### src/rtl/bit4_addsub_pkg.sv
// bit4_addsub_pkg
// Shared constants and types for the 4-bit adder/subtractor and its users
// (e.g. the BCD adder stage).
//   WIDTH    : operand width, fixed at 4
//   MODE_ADD : cin value selecting a + b
//   MODE_SUB : cin value selecting a - b
//   nibble_t : 4-bit operand/result type
package bit4_addsub_pkg;

   localparam int unsigned WIDTH = 4;

   localparam logic MODE_ADD = 1'b0;
   localparam logic MODE_SUB = 1'b1;

   typedef logic [WIDTH-1:0] nibble_t;

   // Conditions operand B for the ripple core: inverting B and feeding cin = 1 into bit 0
   // forms a + ~b + 1, i.e. two's complement subtraction.
   function automatic nibble_t condition_b(input nibble_t b, input logic mode);
      nibble_t bx;
      bx = (mode == MODE_SUB) ? ~b : b;
      return bx;
   endfunction

endpackage

### src/rtl/full_adder.sv
// full_adder
// Single-bit full adder, the ripple element of bit4_adder_sub.
// Ports:
//   a, b : addend bits
//   ci   : carry in
//   s    : sum bit
//   co   : carry out (majority of a, b, ci)
module full_adder (
   input  logic a,
   input  logic b,
   input  logic ci,
   output logic s,
   output logic co
);

   assign s  = a ^ b ^ ci;
   assign co = (a & b) | (a & ci) | (b & ci);

endmodule

### src/rtl/bit4_adder_sub.sv
// bit4_adder_sub
// Registered 4-bit ripple-carry adder/subtractor. cin = 0 adds, cin = 1 subtracts
// (a + ~b + 1). Results load into output registers one clock after valid operands.
// Ports:
//   clk       : rising-edge clock
//   rst       : asynchronous active-high reset, clears all outputs
//   in_valid  : a/b/cin valid this cycle; outputs hold when low
//   a, b      : 4-bit operands
//   cin       : mode select and carry-in (0 = add, 1 = subtract)
//   sum       : registered result, modulo 16
//   cout      : registered carry out of bit 3 (in subtract mode 1 = no borrow)
//   out_valid : in_valid delayed by one clock
//   ovf       : registered signed overflow, present only with BIT4_ADDSUB_OVF_EN
// Configuration macro: BIT4_ADDSUB_OVF_EN adds the ovf port and register.
module bit4_adder_sub
   import bit4_addsub_pkg::*;
(
   input  logic             clk,
   input  logic             rst,
   input  logic             in_valid,
   input  logic [WIDTH-1:0] a,
   input  logic [WIDTH-1:0] b,
   input  logic             cin,
   output logic [WIDTH-1:0] sum,
   output logic             cout,
`ifdef BIT4_ADDSUB_OVF_EN
   output logic             ovf,
`endif
   output logic             out_valid
);

   // ---------------------------------------------------------------------------------------
   // Combinational core
   // ---------------------------------------------------------------------------------------
   nibble_t          bx;
   nibble_t          core_sum;
   logic [WIDTH:0]   carry;

   assign bx       = condition_b(b, cin);
   assign carry[0] = cin;

   for (genvar i = 0; i < WIDTH; i++) begin : g_ripple
      full_adder u_fa (
         .a  (a[i]),
         .b  (bx[i]),
         .ci (carry[i]),
         .s  (core_sum[i]),
         .co (carry[i+1])
      );
   end

   // ---------------------------------------------------------------------------------------
   // Output registers
   // ---------------------------------------------------------------------------------------
   nibble_t sum_d, sum_q;
   logic    cout_d, cout_q;
   logic    out_valid_d, out_valid_q;

   always_comb begin
      sum_d       = sum_q;
      cout_d      = cout_q;
      out_valid_d = in_valid;
      if (in_valid) begin
         sum_d  = core_sum;
         cout_d = carry[WIDTH];
      end
   end

   always_ff @(posedge clk or posedge rst) begin
      if (rst) begin
         sum_q       <= '0;
         cout_q      <= 1'b0;
         out_valid_q <= 1'b0;
      end else begin
         sum_q       <= sum_d;
         cout_q      <= cout_d;
         out_valid_q <= out_valid_d;
      end
   end

   assign sum       = sum_q;
   assign cout      = cout_q;
   assign out_valid = out_valid_q;

`ifdef BIT4_ADDSUB_OVF_EN
   // Signed overflow: carry into the sign bit differs from carry out of it.
   logic ovf_d, ovf_q;

   always_comb begin
      ovf_d = ovf_q;
      if (in_valid) begin
         ovf_d = carry[WIDTH-1] ^ carry[WIDTH];
      end
   end

   always_ff @(posedge clk or posedge rst) begin
      if (rst) begin
         ovf_q <= 1'b0;
      end else begin
         ovf_q <= ovf_d;
      end
   end

   assign ovf = ovf_q;
`endif

endmodule

### config.mk
export PLATFORM = sky130hd
export DESIGN_NAME = bit4_adder_sub
export DESIGN_NICKNAME = d
export VERILOG_FILES = /design/src/rtl/bit4_addsub_pkg.sv /design/src/rtl/full_adder.sv /design/src/rtl/bit4_adder_sub.sv
export SDC_FILE = /design/constraint.sdc
export NUM_CORES = 1
export LEC_CHECK = 0
export ABC_AREA = 1
export BUFFER_PORTS_ARGS = -buffer_cell sky130_fd_sc_hd__buf_2
export CORE_AREA = 2 2 39 41
export DETAILED_ROUTE_END_ITERATION = 6
export DIE_AREA = 0 0 41 43
export SYNTH_ARGS = -nofsm -noshare
export SYNTH_HDL_FRONTEND = slang
export SYNTH_SLANG_ARGS = --single-unit
### constraint.sdc
create_clock -name clk -period 0.8 [get_ports clk]
set_input_delay 0.12 -clock clk [delete_from_list [all_inputs] [get_ports clk]]
set_output_delay 0.12 -clock clk [all_outputs]
set_load 0.01 [all_outputs]
==> out/results.txt <==
Vias/cell -> 3.68
# diodes -> 0
CP max-delay cell -> fa_2
Dpl ws -> -0.955 ns
Maximum VDD drop -> 465 uV
Cell mode on critical path -> fa_2
Synthesis Warnings -> 0
Area leader, netlist -> dfrtp_1
CP Data Required Time -> 0.98 ns
H-tree Lvls -> 1
Drt pass-1 iters -> 1
Initial Utilization -> 0.243
First-pass GRT wire length -> 869 um
CTS Buffer Depth -> 2
Critical path class -> input port to flop
Dominant cells by area after synthesis -> dfrtp_1 45%, fa_1 18%, nand2_1 18%
Area Overhead vs Synth -> 66.2%
Clk slew on worst S/H paths -> 0.04 ns
Failing checks -> setup timing
Fin nets -> 80
Row cnt -> 14
Most common cell after layout, fill and taps aside -> nand2_1
Antenna-violating nets left -> 0
Skew final -> 0 ns
Placed cells -> 73
Final wirelength -> 617 um
I/O pin total -> 18
Vias in the first global route -> 256
Synth cell types -> 8
Rel. slew slack -> 0.851
P per Cell Area -> 1700 nW/um^2
CTS buffer count -> 3
Most frequent cells in the layout -> 15 x nand2_1, 14 x buf_2, 6 x dfrtp_1, 6 x buf_4, 4 x inv_1
Peak Freq -> 690 MHz
Lkg Pwr -> 0.307 nW
Final setup fails -> 10
Die area -> 1760 um^2
Count of state elements after synthesis -> 6
Cell area after synthesis -> 337 um^2
Syn nets -> 52
Final instance area -> 559 um^2
Width of the chip -> 41 um
Gpl congestion -> 0.590
Routed len/inst -> 7.81 um
Starting DRC count in detailed routing -> 0
Placement Cell Area -> 485 um^2
Initial antenna violation count -> 0
GRT Util Overall -> 0.0740
Post-Synth Adder-Cell Area -> 0.178
Root Driver -> clkbuf_4
Max-capacitance violation count -> 0
CTS Sinks -> 6
Largest stage delay, worst path -> 0.50 ns
Final period util -> 1.81
Worst slew pin tran -> 0.223 ns
Die Span Y -> 43 um
Syn avg cell area -> 9.10 um^2
Post-layout util -> 0.404
Mux cell area share after synthesis -> 0
Largest family of logic cells by synthesized area -> simple AND/OR/NAND/NOR gates
Worst setup SP type -> input port
XOR/XNOR Fraction of Synth Area -> 0.0781
Minimum clock period -> 1.45 ns
Worst path cell trace -> buf_8, xor2_4, fa_2, inv_2, fa_2, inv_2, fa_2, nand2_1, nand2_1
CP top delay family -> adder cells
Synth Area in Simple Gates -> 0.193
Port Buffers -> 17
CTS tree -> built
Layout cells sized above 1 -> 0.540
Seq/Total Area, Yosys -> 0.446
CP max FO -> 1
Largest net degree at the start of global routing -> 7
Fin. Hold Viols -> 0
Synth Area in Compound Gates -> 0.0260
Core Box Area -> 1380 um^2
Final WS setup -> -0.649 ns
Global route total overflow -> 0
Hold crit path type -> input port to flop
Worst Setup End Kind -> flop
Pins Over Slew Limit -> 0
CP arrival -> 1.63 ns
RSZ-0062 raised after global routing -> true
Finished Layout Cells -> 79
# DRC -> 0
Area share of the largest cell type after synthesis -> 0.446
Worst-Skew Late Latency -> 0.24 ns
Mapped Cells -> 37
Outcome -> finished, violations left
Pwr Total -> 0.000953 W
Vias -> 291
Buffers & Inverters on Critical Path -> 3
-- power breakdown --
part | total, W | internal, W | switching, W
Sequential | 0.000375 | 0.000354 | 0.0000207
Combinational | 0.000309 | 0.000160 | 0.000149
Clock | 0.000270 | 0.000169 | 0.000101
-- area by class of cell --
class                           count  area, um^2
Fill cell                         148         825
Inverter                            7        26.3
Multi-Input combinational cell     24         189
Tap cell                           16        20.0
Timing Repair Buffer               23         151
Sequential cell                     6         150
Clock buffer                        3        22.5
-- final timing paths --
check	start	endpoint	slack (ns)	cells past startpoint
setup / recovery	b[1]	sum[3]	-0.65	9
min in group asynchronous	rst	sum[2]	0.33	3
hold reg to reg	sum[1]	sum[1]	0.47	2
hold / removal	in_valid	out_valid	0.07	1
setup reg to reg	sum[3]	sum[3]	0.11	3
max in group asynchronous	rst	sum[0]	0.28	3
-- per-stage QoR --
stage               hold slack, ns  TNS [ns]
CTS                         0.0627     -1.97
global placement            0.0375     -2.89
global route                0.0643     -2.26
detailed placement          0.0401     -2.95
finish                      0.0670     -1.91
floorplan                  -0.0890     -2.10
-- layer usage --
metal	up-vias	GRT usage	share of wire
met2	14	0.106	0.44
met4	0	0.0600	0
met5	-	0	0
met1	119	0.0897	0.45
met3	0	0.0157	0.11
li1	158	-	-
-- synthesized netlist by cell type (all sizes together) --
| library cell | instances |
|---|---|
| nand3 | 1 |
| dfrtp | 6 |
| nand2 | 16 |
| xor2 | 2 |
| inv | 7 |
| fa | 3 |
| o21ai | 1 |
| xnor2 | 1 |
-- state kept, by name (all words and copies together) (netlist names) --
name	flops
sum	4
out_valid	1
cout	1
-- cells by family after synthesis --
group	after synthesis
and+or+nand+nor	17
buffers and inverters	7
DFF	6
xor gates and xnor gates	3
adders and majority gates	3
AOI/OAI and AO/OA	1
-- repair_timing --
| item | CTS | global route |
|---|---|---|
| setup endpoints to repair | 10 | 10 |
| hold buffers | 1 | 0 |
| resized for setup | 9 | 3 |
| endpoints found under the hold margin | 6 | 0 |
| setup buffers | 1 | 1 |
| pin swaps | 5 | 0 |
(Power assumes the default switching activity.)
